## src/rtl/cpu_io_pkg.sv

```systemverilog
// Shared types and helpers for the CPU output-port path.
package cpu_io_pkg;

  localparam int DATA_W_DEF = 8;

  typedef enum logic [1:0] {
    IDLE,
    PRESENT,
    HOLD
  } state_e;

  function automatic int cnt_w(input int depth);
    return $clog2(depth) + 1;
  endfunction

endpackage

```

## src/rtl/sync_fifo.sv

```systemverilog
// Synchronous FIFO with occupancy count; DEPTH must be a power of two.
module sync_fifo
  import cpu_io_pkg::*;
#(
  parameter int DATA_W = DATA_W_DEF,
  parameter int DEPTH  = 4
) (
  input  logic                      clk,
  input  logic                      rstn,
  input  logic                      push_i,
  input  logic [DATA_W-1:0]         data_i,
  input  logic                      pop_i,
  output logic [DATA_W-1:0]         head_o,
  output logic                      full_o,
  output logic                      empty_o,
  output logic [cnt_w(DEPTH)-1:0]   count_o
);

  localparam int PW = $clog2(DEPTH);
  localparam int CW = cnt_w(DEPTH);

  logic [DATA_W-1:0] mem_q [DEPTH];
  logic [PW-1:0]     wr_q, rd_q;
  logic [CW-1:0]     cnt_q;

  always_ff @(posedge clk) begin
    if (push_i) mem_q[wr_q] <= data_i;
  end

  // Pointers wrap naturally because DEPTH is a power of two.
  always_ff @(posedge clk or negedge rstn) begin
    if (!rstn) begin
      wr_q  <= '0;
      rd_q  <= '0;
      cnt_q <= '0;
    end else begin
      if (push_i) wr_q <= wr_q + 1'b1;
      if (pop_i)  rd_q <= rd_q + 1'b1;
      unique case ({push_i, pop_i})
        2'b10:   cnt_q <= cnt_q + 1'b1;
        2'b01:   cnt_q <= cnt_q - 1'b1;
        default: cnt_q <= cnt_q;
      endcase
    end
  end

  assign head_o  = mem_q[rd_q];
  assign full_o  = (cnt_q == CW'(DEPTH));
  assign empty_o = (cnt_q == '0);
  assign count_o = cnt_q;

endmodule

```

## src/rtl/out_port_ctrl.sv

```systemverilog
// Output-port sequencer: FIFO-buffered OUT writes, valid/ready port, hold time.
// Optional macro OUT_PORT_PASSTHRU_EN: zero-latency write when idle and empty.
module out_port_ctrl
  import cpu_io_pkg::*;
#(
  parameter int DATA_W      = DATA_W_DEF,
  parameter int DEPTH       = 4,
  parameter int HOLD_CYCLES = 2
) (
  input  logic                     clk,
  input  logic                     rstn,
  input  logic                     out_we,
  input  logic [DATA_W-1:0]        out_data,
  output logic                     out_stall,
  output logic [DATA_W-1:0]        O_Port,
  output logic                     o_valid,
  input  logic                     o_ready,
  output logic [cnt_w(DEPTH)-1:0]  fifo_count,
  output logic                     busy,
  output logic                     overflow
);

  localparam int HW = (HOLD_CYCLES > 1) ? $clog2(HOLD_CYCLES) : 1;

  state_e            state_q;
  logic [DATA_W-1:0] port_q;
  logic              valid_q;
  logic              ovf_q;
  logic [HW-1:0]     hold_q;

  logic              bypass, push, pop;
  logic              full, empty;
  logic [DATA_W-1:0] head;

`ifdef OUT_PORT_PASSTHRU_EN
  assign bypass = (state_q == IDLE) && empty && out_we;
`else
  assign bypass = 1'b0;
`endif

  // A write while full is dropped even if a pop frees a slot this cycle.
  assign push = out_we && !full && !bypass;
  assign pop  = (state_q == IDLE) && !empty;

  sync_fifo #(
    .DATA_W (DATA_W),
    .DEPTH  (DEPTH)
  ) u_fifo (
    .clk     (clk),
    .rstn    (rstn),
    .push_i  (push),
    .data_i  (out_data),
    .pop_i   (pop),
    .head_o  (head),
    .full_o  (full),
    .empty_o (empty),
    .count_o (fifo_count)
  );

  always_ff @(posedge clk or negedge rstn) begin
    if (!rstn) begin
      state_q <= IDLE;
      port_q  <= '0;
      valid_q <= 1'b0;
      ovf_q   <= 1'b0;
      hold_q  <= '0;
    end else begin
      if (out_we && full) ovf_q <= 1'b1;
      case (state_q)
        IDLE: begin
          if (bypass) begin
            port_q  <= out_data;
            valid_q <= 1'b1;
            state_q <= PRESENT;
          end else if (pop) begin
            port_q  <= head;
            valid_q <= 1'b1;
            state_q <= PRESENT;
          end
        end
        PRESENT: begin
          if (valid_q && o_ready) begin
            valid_q <= 1'b0;
            if (HOLD_CYCLES > 0) begin
              hold_q  <= HW'(HOLD_CYCLES - 1);
              state_q <= HOLD;
            end else begin
              state_q <= IDLE;
            end
          end
        end
        HOLD: begin
          if (hold_q == '0) state_q <= IDLE;
          else              hold_q  <= hold_q - 1'b1;
        end
        default: state_q <= IDLE;
      endcase
    end
  end

  assign O_Port    = port_q;
  assign o_valid   = valid_q;
  assign overflow  = ovf_q;
  assign out_stall = full;
  assign busy      = (state_q != IDLE) || !empty;

endmodule

```

## config.mk

```make
export PLATFORM = sky130hd
export DESIGN_NAME = out_port_ctrl
export DESIGN_NICKNAME = d
export VERILOG_FILES = /design/src/rtl/cpu_io_pkg.sv /design/src/rtl/sync_fifo.sv /design/src/rtl/out_port_ctrl.sv
export SDC_FILE = /design/constraint.sdc
export NUM_CORES = 1
export LEC_CHECK = 0
export ABC_CLOCK_PERIOD_IN_PS = 5200
export BUFFER_PORTS_ARGS = -buffer_cell sky130_fd_sc_hd__buf_2
export CORE_MARGIN = 4
export CORE_UTILIZATION = 60
export DETAILED_ROUTE_END_ITERATION = 16
export GPL_ROUTABILITY_DRIVEN = 0
export MAX_ROUTING_LAYER = met4
export PLACE_DENSITY = 0.81
export SLEW_MARGIN = 20
export SYNTH_ARGS = -nofsm -noshare
export SYNTH_HDL_FRONTEND = slang
export SYNTH_SLANG_ARGS = --single-unit
```

## constraint.sdc

```tcl
create_clock -name clk -period 5.2 [get_ports clk]
set_input_delay 0.52 -clock clk [delete_from_list [all_inputs] [get_ports clk]]
set_output_delay 0.52 -clock clk [all_outputs]
set_load 0.1 [all_outputs]
```

# ---- After elaboration in Yosys (flattened, before gate mapping)
# Memory sizes are Yosys's and may differ from the RTL's. A register that Yosys moved wholly into a read port is not among the register bits.
# Cells that the tools add are included.
dict set report word_totals {
  mem_count 1
  inputBits 12
  out_inout_bits 15
  ff_bits 12
  mem_bits_rw 32
  word_cells 52
}
dict set report classes {
  addsub 5
  reduce_logical 18
  eq_ne 8
  n_mux 13
}
# memory words word_bits read_ports rd_clocked_by_memory_dff wr line_no
set mem_list {}
lappend mem_list {u_fifo.mem_q 4 8 1 1 1 sync_fifo.sv:22} ;# logic [DATA_W-1:0] mem_q [DEPTH];
# operator n
set ops {}
lappend ops {{$reduce_bool A2 Y1} 4}
lappend ops {{$mux W1} 6}
lappend ops {{$mux W2} 3}
lappend ops {{$pmux W2 S3} 1}
lappend ops {{$pmux W3 S2} 1}
lappend ops {{$reduce_and A3 Y1} 2}
lappend ops {{$add A2 B1 Y2 const B} 2}
lappend ops {{$eq A2 B1 Y1 const B} 2}
lappend ops {{$eq A2 B2 Y1 const B} 2}
lappend ops {{$logic_and A1 B1 Y1} 4}
lappend ops {{$ne A2 B2 Y1 const B} 2}
lappend ops {{$pmux W1 S2} 2}
lappend ops {{$reduce_and A2 Y1} 2}
lappend ops {{$add A3 B1 Y3 const B} 1}
lappend ops {{$eq A3 B3 Y1 const B} 1}
lappend ops {{$logic_not A1 Y1} 3}
lappend ops {{$logic_not A3 Y1} 1}
lappend ops {{$sub A3 B1 Y3 const B} 1}
lappend ops {{$logic_not A2 Y1} 1}
lappend ops {{$ne A2 B1 Y1 const B} 1}
lappend ops {{$logic_or A1 B1 Y1} 1}
lappend ops {{$sub A1 B1 Y1 const B} 1}

# ---- Logic depth before layout (Yosys ltp)
# Gate-level depths: netlist (run 1).
dict set report depth {
  word_depth 5
  ltp_mapped 9
  mapped_depth_nobuf 8
}

# ---- Modules after synthesis
# A second synthesis (run 1) with hierarchy kept.
dict set report hier_totals {
  cells_unflattened 119
  area_unflattened_um2 2080.7
}
# mod cells_each n_inst area_per_inst_um2 seq_area_each_um2
set by_module_without_submodules {}
lappend by_module_without_submodules {sync_fifo 79 1 1551.5 1136.1}
lappend by_module_without_submodules {out_port_ctrl 40 1 529.3 325.3}

# ---- Worst setup path before layout (run 1)
# Ideal clock, no wire load.
dict set report synth_timing {
  path_type {reg2reg}
  startpoint {register u_fifo.cnt_q[2] (netlist: u_fifo.count_o[2])}
  endpoint {register u_fifo.cnt_q[1] (netlist: u_fifo.count_o[1])}
  path_slack_ps 1438
  stages_incl_launch_ff 7
  setup_ps 126
  period_less_slack_ps 3762
  arrival_time_ps 3636
  cell_sequence {dfrtp_1 > nor3b_2 > nor2b_1 > inv_1 > ha_1 > fa_1 > mux2_2}
}
dict set report synth_between {
  elab_chain_len 5
}
# element line_no
set synth_rtl {}
lappend synth_rtl {{start: declaration} sync_fifo.sv:24} ;# logic [CW-1:0] cnt_q;
lappend synth_rtl {{start signal: assignment} sync_fifo.sv:40} ;# 2'b10: cnt_q <= cnt_q + 1'b1;
lappend synth_rtl {{start signal: assignment} sync_fifo.sv:41} ;# 2'b01: cnt_q <= cnt_q - 1'b1;
lappend synth_rtl {{start signal: assignment} sync_fifo.sv:42} ;# default: cnt_q <= cnt_q;
lappend synth_rtl {{$eq A3 B3 Y1 *} sync_fifo.sv:48} ;# assign full_o = (cnt_q == CW'(DEPTH));
lappend synth_rtl {{net out_stall} out_port_ctrl.sv:14} ;# output logic out_stall,
lappend synth_rtl {{$logic_not A1 Y1 *} out_port_ctrl.sv:42} ;# assign push = out_we && !full && !bypass;
lappend synth_rtl {{$logic_and A1 B1 Y1 *} out_port_ctrl.sv:42}
lappend synth_rtl {{$eq A2 B1 Y1 / $eq A2 B2 Y1 (equally long branches)} sync_fifo.sv:39} ;# unique case ({push_i, pop_i})
lappend synth_rtl {{$pmux W3 S2 / $reduce_bool A2 Y1 (equally long branches)} -}
# Mark *: on every way through the listed nets, which the timed path passes. The rest lies on a longest branch.
# A chain may end at the register's enable or synchronous reset.

# ---- Worst setup path after layout (run 1)
dict set report layout_timing {
  startpoint {register u_fifo.cnt_q[0] (netlist: u_fifo.count_o[0])}
  endpoint {register u_fifo.cnt_q[2] (netlist: u_fifo.count_o[2])}
}
dict set report layout_between {
  elab_chain_len 5
}
# element line_no
set layout_rtl {}
lappend layout_rtl {{$logic_not A3 Y1 *} sync_fifo.sv:49} ;# assign empty_o = (cnt_q == '0);
lappend layout_rtl {{$logic_not A1 Y1 *} out_port_ctrl.sv:43} ;# assign pop = (state_q == IDLE) && !empty;
lappend layout_rtl {{$logic_and A1 B1 Y1 *} out_port_ctrl.sv:43}
lappend layout_rtl {{net pop} out_port_ctrl.sv:31} ;# logic bypass, push, pop;
lappend layout_rtl {{$eq A2 B1 Y1 / $eq A2 B2 Y1 (equally long branches)} sync_fifo.sv:39}
lappend layout_rtl {{$pmux W3 S2 / $reduce_bool A2 Y1 (equally long branches)} -}
# Marks and branches as above.

==> results of run 1 <==
[cell families after synthesis]
| logic type | synth area share, % |
|---|---|
| simple gates | 6.063 |
| fa+ha+maj | 3.962 |
| flops | 70.11 |
| buf+inv | 1.980 |
| xor+xnor | 2.521 |
| compound gates | 1.141 |
| mux | 14.23 |
[cell usage after synthesis]
cell / count / area (µm²)
nand2b_1: 1 / 6.260
a31oi_1: 1 / 6.260
dfrtp_1: 20 / 500.5
nand3_1: 2 / 10.01
inv_1: 4 / 15.01
nand2_2: 1 / 6.260
nor3b_2: 1 / 12.51
ha_1: 5 / 62.56
clkbuf_1: 1 / 3.750
mux2_1: 1 / 11.26
fa_1: 1 / 20.02
and2_1: 4 / 25.02
o21ai_0: 2 / 10.01
edfxtp_1: 32 / 960.9
xnor2_1: 5 / 43.79
buf_6: 2 / 22.52
mux2_4: 1 / 15.01
nand3b_1: 3 / 22.52
mux2_2: 8 / 90.09
nor2_1: 2 / 7.510
or3_4: 1 / 11.26
a21o_1: 1 / 7.510
nand2_1: 5 / 18.77
mux4_2: 8 / 180.2
nor2b_1: 1 / 6.260
xor2_1: 1 / 8.760
[per-layer routing]
metal  wire, µm  global-route usage, %
met1       1348                  21.79
met3        141                  5.228
met4         18                  4.557
met2       1683                  28.47
met5          0                      -
[worst max-delay path: cells and delay by family (launching register included)]
family,cells,cell delay (ns)
buffers and inverters,1,0.08
xor gates and xnor gates,2,0.29
DFF,1,0.48
and+or+nand+nor,3,0.78
adders and majority gates,2,0.63
[placed cells by master, fill, tap and decap left out]
| cell type | netlist | final |
|---|---|---|
| mux2_1 | 1 | 1 |
| edfxtp_1 | 32 | 32 |
| nand3b_1 | 3 | 3 |
| clkinv_2 | 0 | 1 |
| inv_6 | 0 | 1 |
| or3_4 | 1 | 1 |
| nand3_1 | 2 | 2 |
| o21ai_0 | 2 | 2 |
| nor2b_1 | 1 | 1 |
| clkbuf_4 | 0 | 5 |
| buf_2 | 0 | 26 |
| clkinvlp_4 | 0 | 1 |
| ha_1 | 5 | 5 |
| nand2b_1 | 1 | 1 |
| and2_1 | 4 | 4 |
| mux2_4 | 1 | 1 |
| mux4_2 | 8 | 8 |
| nor3b_2 | 1 | 1 |
| nand2_2 | 1 | 1 |
| fa_1 | 1 | 1 |
| xnor2_1 | 5 | 5 |
| xor2_1 | 1 | 1 |
| dfrtp_1 | 20 | 20 |
| inv_1 | 4 | 4 |
| nor2_1 | 2 | 2 |
| a31oi_1 | 1 | 1 |
| mux2_2 | 8 | 8 |
| nand2_1 | 5 | 5 |
| a21o_1 | 1 | 1 |
[through the flow]
stage | setup WS [ns] | instances | instance area [µm²]
3_5_place_dp | 2.880 | 183 | 2246
3_3_place_gp | 3.007 | 183 | 2246
5_1_grt | 2.761 | 191 | 2305
6_report | 2.890 | 191 | 2305
4_1_cts | 2.869 | 191 | 2305
2_1_floorplan | 1.438 | 114 | 2085
[area by class of cell]
cell class | instances | area, µm²
clock inverter | 3 | 21.27
sequential | 52 | 1461
tap | 46 | 57.56
clock buffer | 5 | 37.54
fill | 247 | 1032
inverter | 4 | 15.01
timing repair buffer | 26 | 130.1
multi-input combinational | 55 | 581.8
[registers in the layout, indices dropped and copies added (netlist names), 2 cells and up]
name	flops
O_Port	8
u_fifo.mem_q	32
state_q	2
u_fifo.rd_q	2
u_fifo.wr_q	2
u_fifo.count_o	3
[path summary, 6_finish.rpt]
check | slack (ns) | startpoint | endpoint | depth (start not counted)
worst max-delay path | 2.89 | u_fifo.count_o[0]$_DFFE_PN0P_ | u_fifo.count_o[2]$_DFFE_PN0P_ | 8
min in group clk | 0.36 | out_we | overflow$_DFFE_PN0P_ | 2
worst min-delay path | 0.09 | rstn | o_valid$_DFFE_PN0P_ | 1
worst max register to register | 2.89 | u_fifo.count_o[0]$_DFFE_PN0P_ | u_fifo.count_o[2]$_DFFE_PN0P_ | 8
max in group asynchronous | 4.79 | rstn | u_fifo.count_o[1]$_DFFE_PN0P_ | 1
worst min register to register | 0.48 | overflow$_DFFE_PN0P_ | overflow$_DFFE_PN0P_ | 1
==> flow_metrics.tcl, run 1 <==
set metrics [dict create \
    rsz0062_at_grt "no" \
    cts_tree "built" \
    cts_setup_buffers 0 \
    yosysSeqAreaShare_pct 70.11 \
    end_kind "register" \
    nets 162 \
    clockBufferDepth 2 \
    cp_max_fo 12 \
    hold_ws_ns 0.09362 \
    die_h_um 66.94 \
    crit_chain "or3_4, nand2_2, inv_1, ha_1, fa_1, xnor2_1, nor2_1, xor2_1" \
    vias 1041 \
    syn_inst 114 \
    port_buffers 26 \
    hold_path_class "primary input to async pin" \
    initial_core_util_pct 62.47 \
    grt-ovfl-total 0 \
    track_usage_pct 17.56 \
    cpMaxStageDelayCell "dfrtp_1" \
    holdBufCountCts 0 \
    ys_warn_count 0 \
    ant_nets 0 \
    dieArea_mm2 0.004481 \
    finalCritPeriodShare_pct 44.42 \
    drive_gt1_share_pct 37.24 \
    final_util_pct 69.07 \
    grt_pass1_vias 1109 \
    drc 0 \
    num_io_pins 27 \
    coreArea_mm2 0.003337 \
    start_kind "register" \
    rows 21 \
    cts.sinks 52 \
    slew_violations 0 \
    grt_antenna_before_repair 0 \
    netlist_area_mm2 0.002084 \
    clk_latency_ns 0.36 \
    slew_headroom_pct 59.61 \
    grt_pass1_wl_um 5437 \
    area_growth_pct 10.56 \
    post_cts_resized 0 \
    fp.dieW_um 66.94 \
    tightest_slew_ns 0.6058 \
    arrival_ns 2.60 \
    status "finished clean" \
    syn-num-nets 132 \
    clockRootBuffer "clkbuf_4" \
    synthDistinctLibCells 26 \
    finalClockSkew_ns 0.002969 \
    setup.worst_path.class "register to register" \
    path_clk_slew_ns 0.14 \
    fmax_ghz 0.4329 \
    maxCapViolations 0 \
    grt_max_degree 21 \
    setup_viol 0 \
    post-route-min-period_ns 2.310 \
    wire_per_inst_um 16.71 \
    drtIter0Drc 60 \
    drt_wl_total_um 3192 \
    cts_buffers 5 \
    slowest_delay_ns 0.48 \
    dr.pass1.iters 3 \
    dp_hpwl_um 2228 \
    num_antenna_cells 0 \
    ys_seq_elements 52 \
    htreeDepth 2 \
    final_hold_viol_count 0 \
    setup_tns_ns 0 \
    viasPerCell 5.450 \
    required_ns 5.49 \
    avgSynthCellArea_um2 18.29 \
]
Power of run 1 is not shown: default switching activity piles up to over one toggle a cycle in this logic, so the estimate is an artifact.
==> run 2, diff against run 1 <==
--- a/config.mk
+++ b/config.mk
@@ -5,14 +5,14 @@
 export SDC_FILE = /design/constraint.sdc
 export NUM_CORES = 1
 export LEC_CHECK = 0
-export ABC_CLOCK_PERIOD_IN_PS = 5200
+export ABC_CLOCK_PERIOD_IN_PS = 2200
 export BUFFER_PORTS_ARGS = -buffer_cell sky130_fd_sc_hd__buf_2
 export CORE_MARGIN = 4
-export CORE_UTILIZATION = 60
+export CORE_UTILIZATION = 56
 export DETAILED_ROUTE_END_ITERATION = 16
 export GPL_ROUTABILITY_DRIVEN = 0
 export MAX_ROUTING_LAYER = met4
-export PLACE_DENSITY = 0.81
+export PLACE_DENSITY = 0.77
 export SLEW_MARGIN = 20
 export SYNTH_ARGS = -nofsm -noshare
 export SYNTH_HDL_FRONTEND = slang
==> constraint.sdc (replaced) <==
create_clock -name clk -period 2.2 [get_ports clk]
set_input_delay 0.22 -clock clk [delete_from_list [all_inputs] [get_ports clk]]
set_output_delay 0.22 -clock clk [all_outputs]
set_load 0.1 [all_outputs]
==> run 2 against run 1 <==
- final area grew 5.8%
- clock-buffer cell count increased by 1
- setup slack got worse by 2.8 ns
- non-clock buffer count is 5 higher
- die area increased by 6.3%
- register-to-register slack lost 2.8 ns
==> flow_metrics.tcl, run 2 (same netlist as run 1, synthesis figures left out) <==
set metrics [dict create \
    fp.dieW_um 69.01 \
    area_growth_pct 16.93 \
    final_hold_viol_count 0 \
    grt_antenna_before_repair 0 \
    postPlaceCellArea_mm2 0.002320 \
    drive_gt1_share_pct 44.00 \
    cts_tree "built" \
    slew_violations 0 \
    min_from "out_data[1]" \
    cts_buffers 5 \
    arrival_ns 2.33 \
    setup.worst_path.class "register to register" \
    wire_per_inst_um 16.47 \
    fmax_ghz 0.4748 \
    grt_pass1_vias 1154 \
    final_cell_mix "edfxtp_1 (32), buf_2 (26), dfrtp_1 (17)" \
    drc 0 \
    post-route-min-period_ns 2.106 \
    crit_chain "or3_4, nand2_2, inv_1, ha_4, fa_1, xnor2_1, nor2_1, xor2_1" \
    cp_max_fo 3 \
    coreArea_mm2 0.003468 \
    setup_viol 0 \
    track_usage_pct 15.89 \
    drt-met1-wl_um 1395 \
    wl_met3_um 130 \
    path_clk_slew_ns 0.09 \
    hold_ws_ns 0.1279 \
    cp_top_family "simple AND/OR/NAND/NOR gates" \
    grt_pass1_wl_um 5699 \
    required_ns 2.42 \
    drt_wl_total_um 3229 \
    nets 167 \
    hold_path_class "primary input to register" \
    ant_nets 0 \
    end_kind "register" \
    rsz0062_at_grt "no" \
    cpMaxStageDelayCell "dfrtp_4" \
    start_kind "register" \
    num_io_pins 27 \
    die_h_um 69.01 \
    finalInstanceArea_mm2 0.002437 \
    slew_headroom_pct 67.06 \
    r2r-start "u_fifo.count_o[1]$_DFFE_PN0P_" \
    initial_core_util_pct 60.10 \
    clk_latency_ns 0.30 \
    cts.sinks 52 \
    layout_commonest_cell "edfxtp_1" \
    rows 21 \
    dieArea_mm2 0.004762 \
    grt-ovfl-total 0 \
    status "finished clean" \
    htreeDepth 2 \
    finalClockSkew_ns 0.006962 \
    vias 1048 \
    crit_start "u_fifo.count_o[1]$_DFFE_PN0P_" \
    viasPerCell 5.347 \
    crit_buf_inv 1 \
    slowest_delay_ns 0.48 \
    routed.top_layer "met4" \
    top_register "u_fifo.mem_q" \
    finalCritPeriodShare_pct 95.74 \
    dp_hpwl_um 2216 \
    port_buffers 26 \
    clockRootBuffer "clkbuf_8" \
    wl_met2_um 1638 \
    grt_max_degree 21 \
    dr.pass1.iters 4 \
    largest_reg_flops 32 \
    num_antenna_cells 0 \
    dp_cells 187 \
    clockBufferDepth 2 \
    drtIter0Drc 56 \
    setup_tns_ns 0 \
    instances_no_fill 196 \
    maxCapViolations 0 \
    tightest_slew_ns 0.4941 \
]
-- run 2: cell count changes in the layout (fill, tap and decap cells not counted), moves of 3 or more --
cell      previous run  this run
and2_2               0         3
clkbuf_4             5         0
buf_4                0         4
clkbuf_8             0         5
dfrtp_4              0         3
and2_1               4         0
dfrtp_1             20        17
-- run 2: metrics by stage --
| stage | utilization (%) | setup slack (ns) |
|---|---|---|
| after floorplan | - | -0.5373 |
| after global placement | 66.88 | 0.1828 |
| after detailed placement | 66.88 | 0.1090 |
| after CTS | 70.27 | 0.08618 |
| after global routing | 70.27 | 0.03237 |
| final | 70.27 | 0.09380 |
-- run 2: metal layers --
layer / vias to the layer above / track usage, %
li1: 490 / -
met1: 528 / 19.66
met2: 23 / 25.00
met3: 7 / 3.924
met4: 0 / 6.941
met5: - / -
-- run 2: worst paths after layout --
check | end | slack, ns | cells past startpoint
min in group asynchronous | O_Port[3]$_DFFE_PN0P_ | 0.41 | 2
worst min-delay path | u_fifo.mem_q[3][1]$_DFFE_PP_ | 0.13 | 1
worst min register to register | overflow$_DFFE_PN0P_ | 0.46 | 1
worst max register to register | u_fifo.count_o[2]$_DFFE_PN0P_ | 0.09 | 8
max in group asynchronous | u_fifo.count_o[0]$_DFFE_PN0P_ | 1.41 | 2
worst max-delay path | u_fifo.count_o[2]$_DFFE_PN0P_ | 0.09 | 8
-- run 2: cell type report --
class | count | area [µm²]
inverters | 4 | 15.01
clock buffers | 6 | 72.57
flip-flops and latches | 52 | 1473
clock inverters | 2 | 35.03
multi-input cells | 55 | 614.3
fillers | 253 | 1031
well taps | 46 | 57.56
repair buffers | 31 | 170.2
-- run 2: what timing repair did --
action / CTS / global route
hold buffers: 1 / 0
hold endpoints to repair: 20 / 0
gates resized for setup: 0 / 0
setup endpoints to repair: 0 / 0
buffers inserted: 0 / 0
Power of run 2 is left out for the same reason.
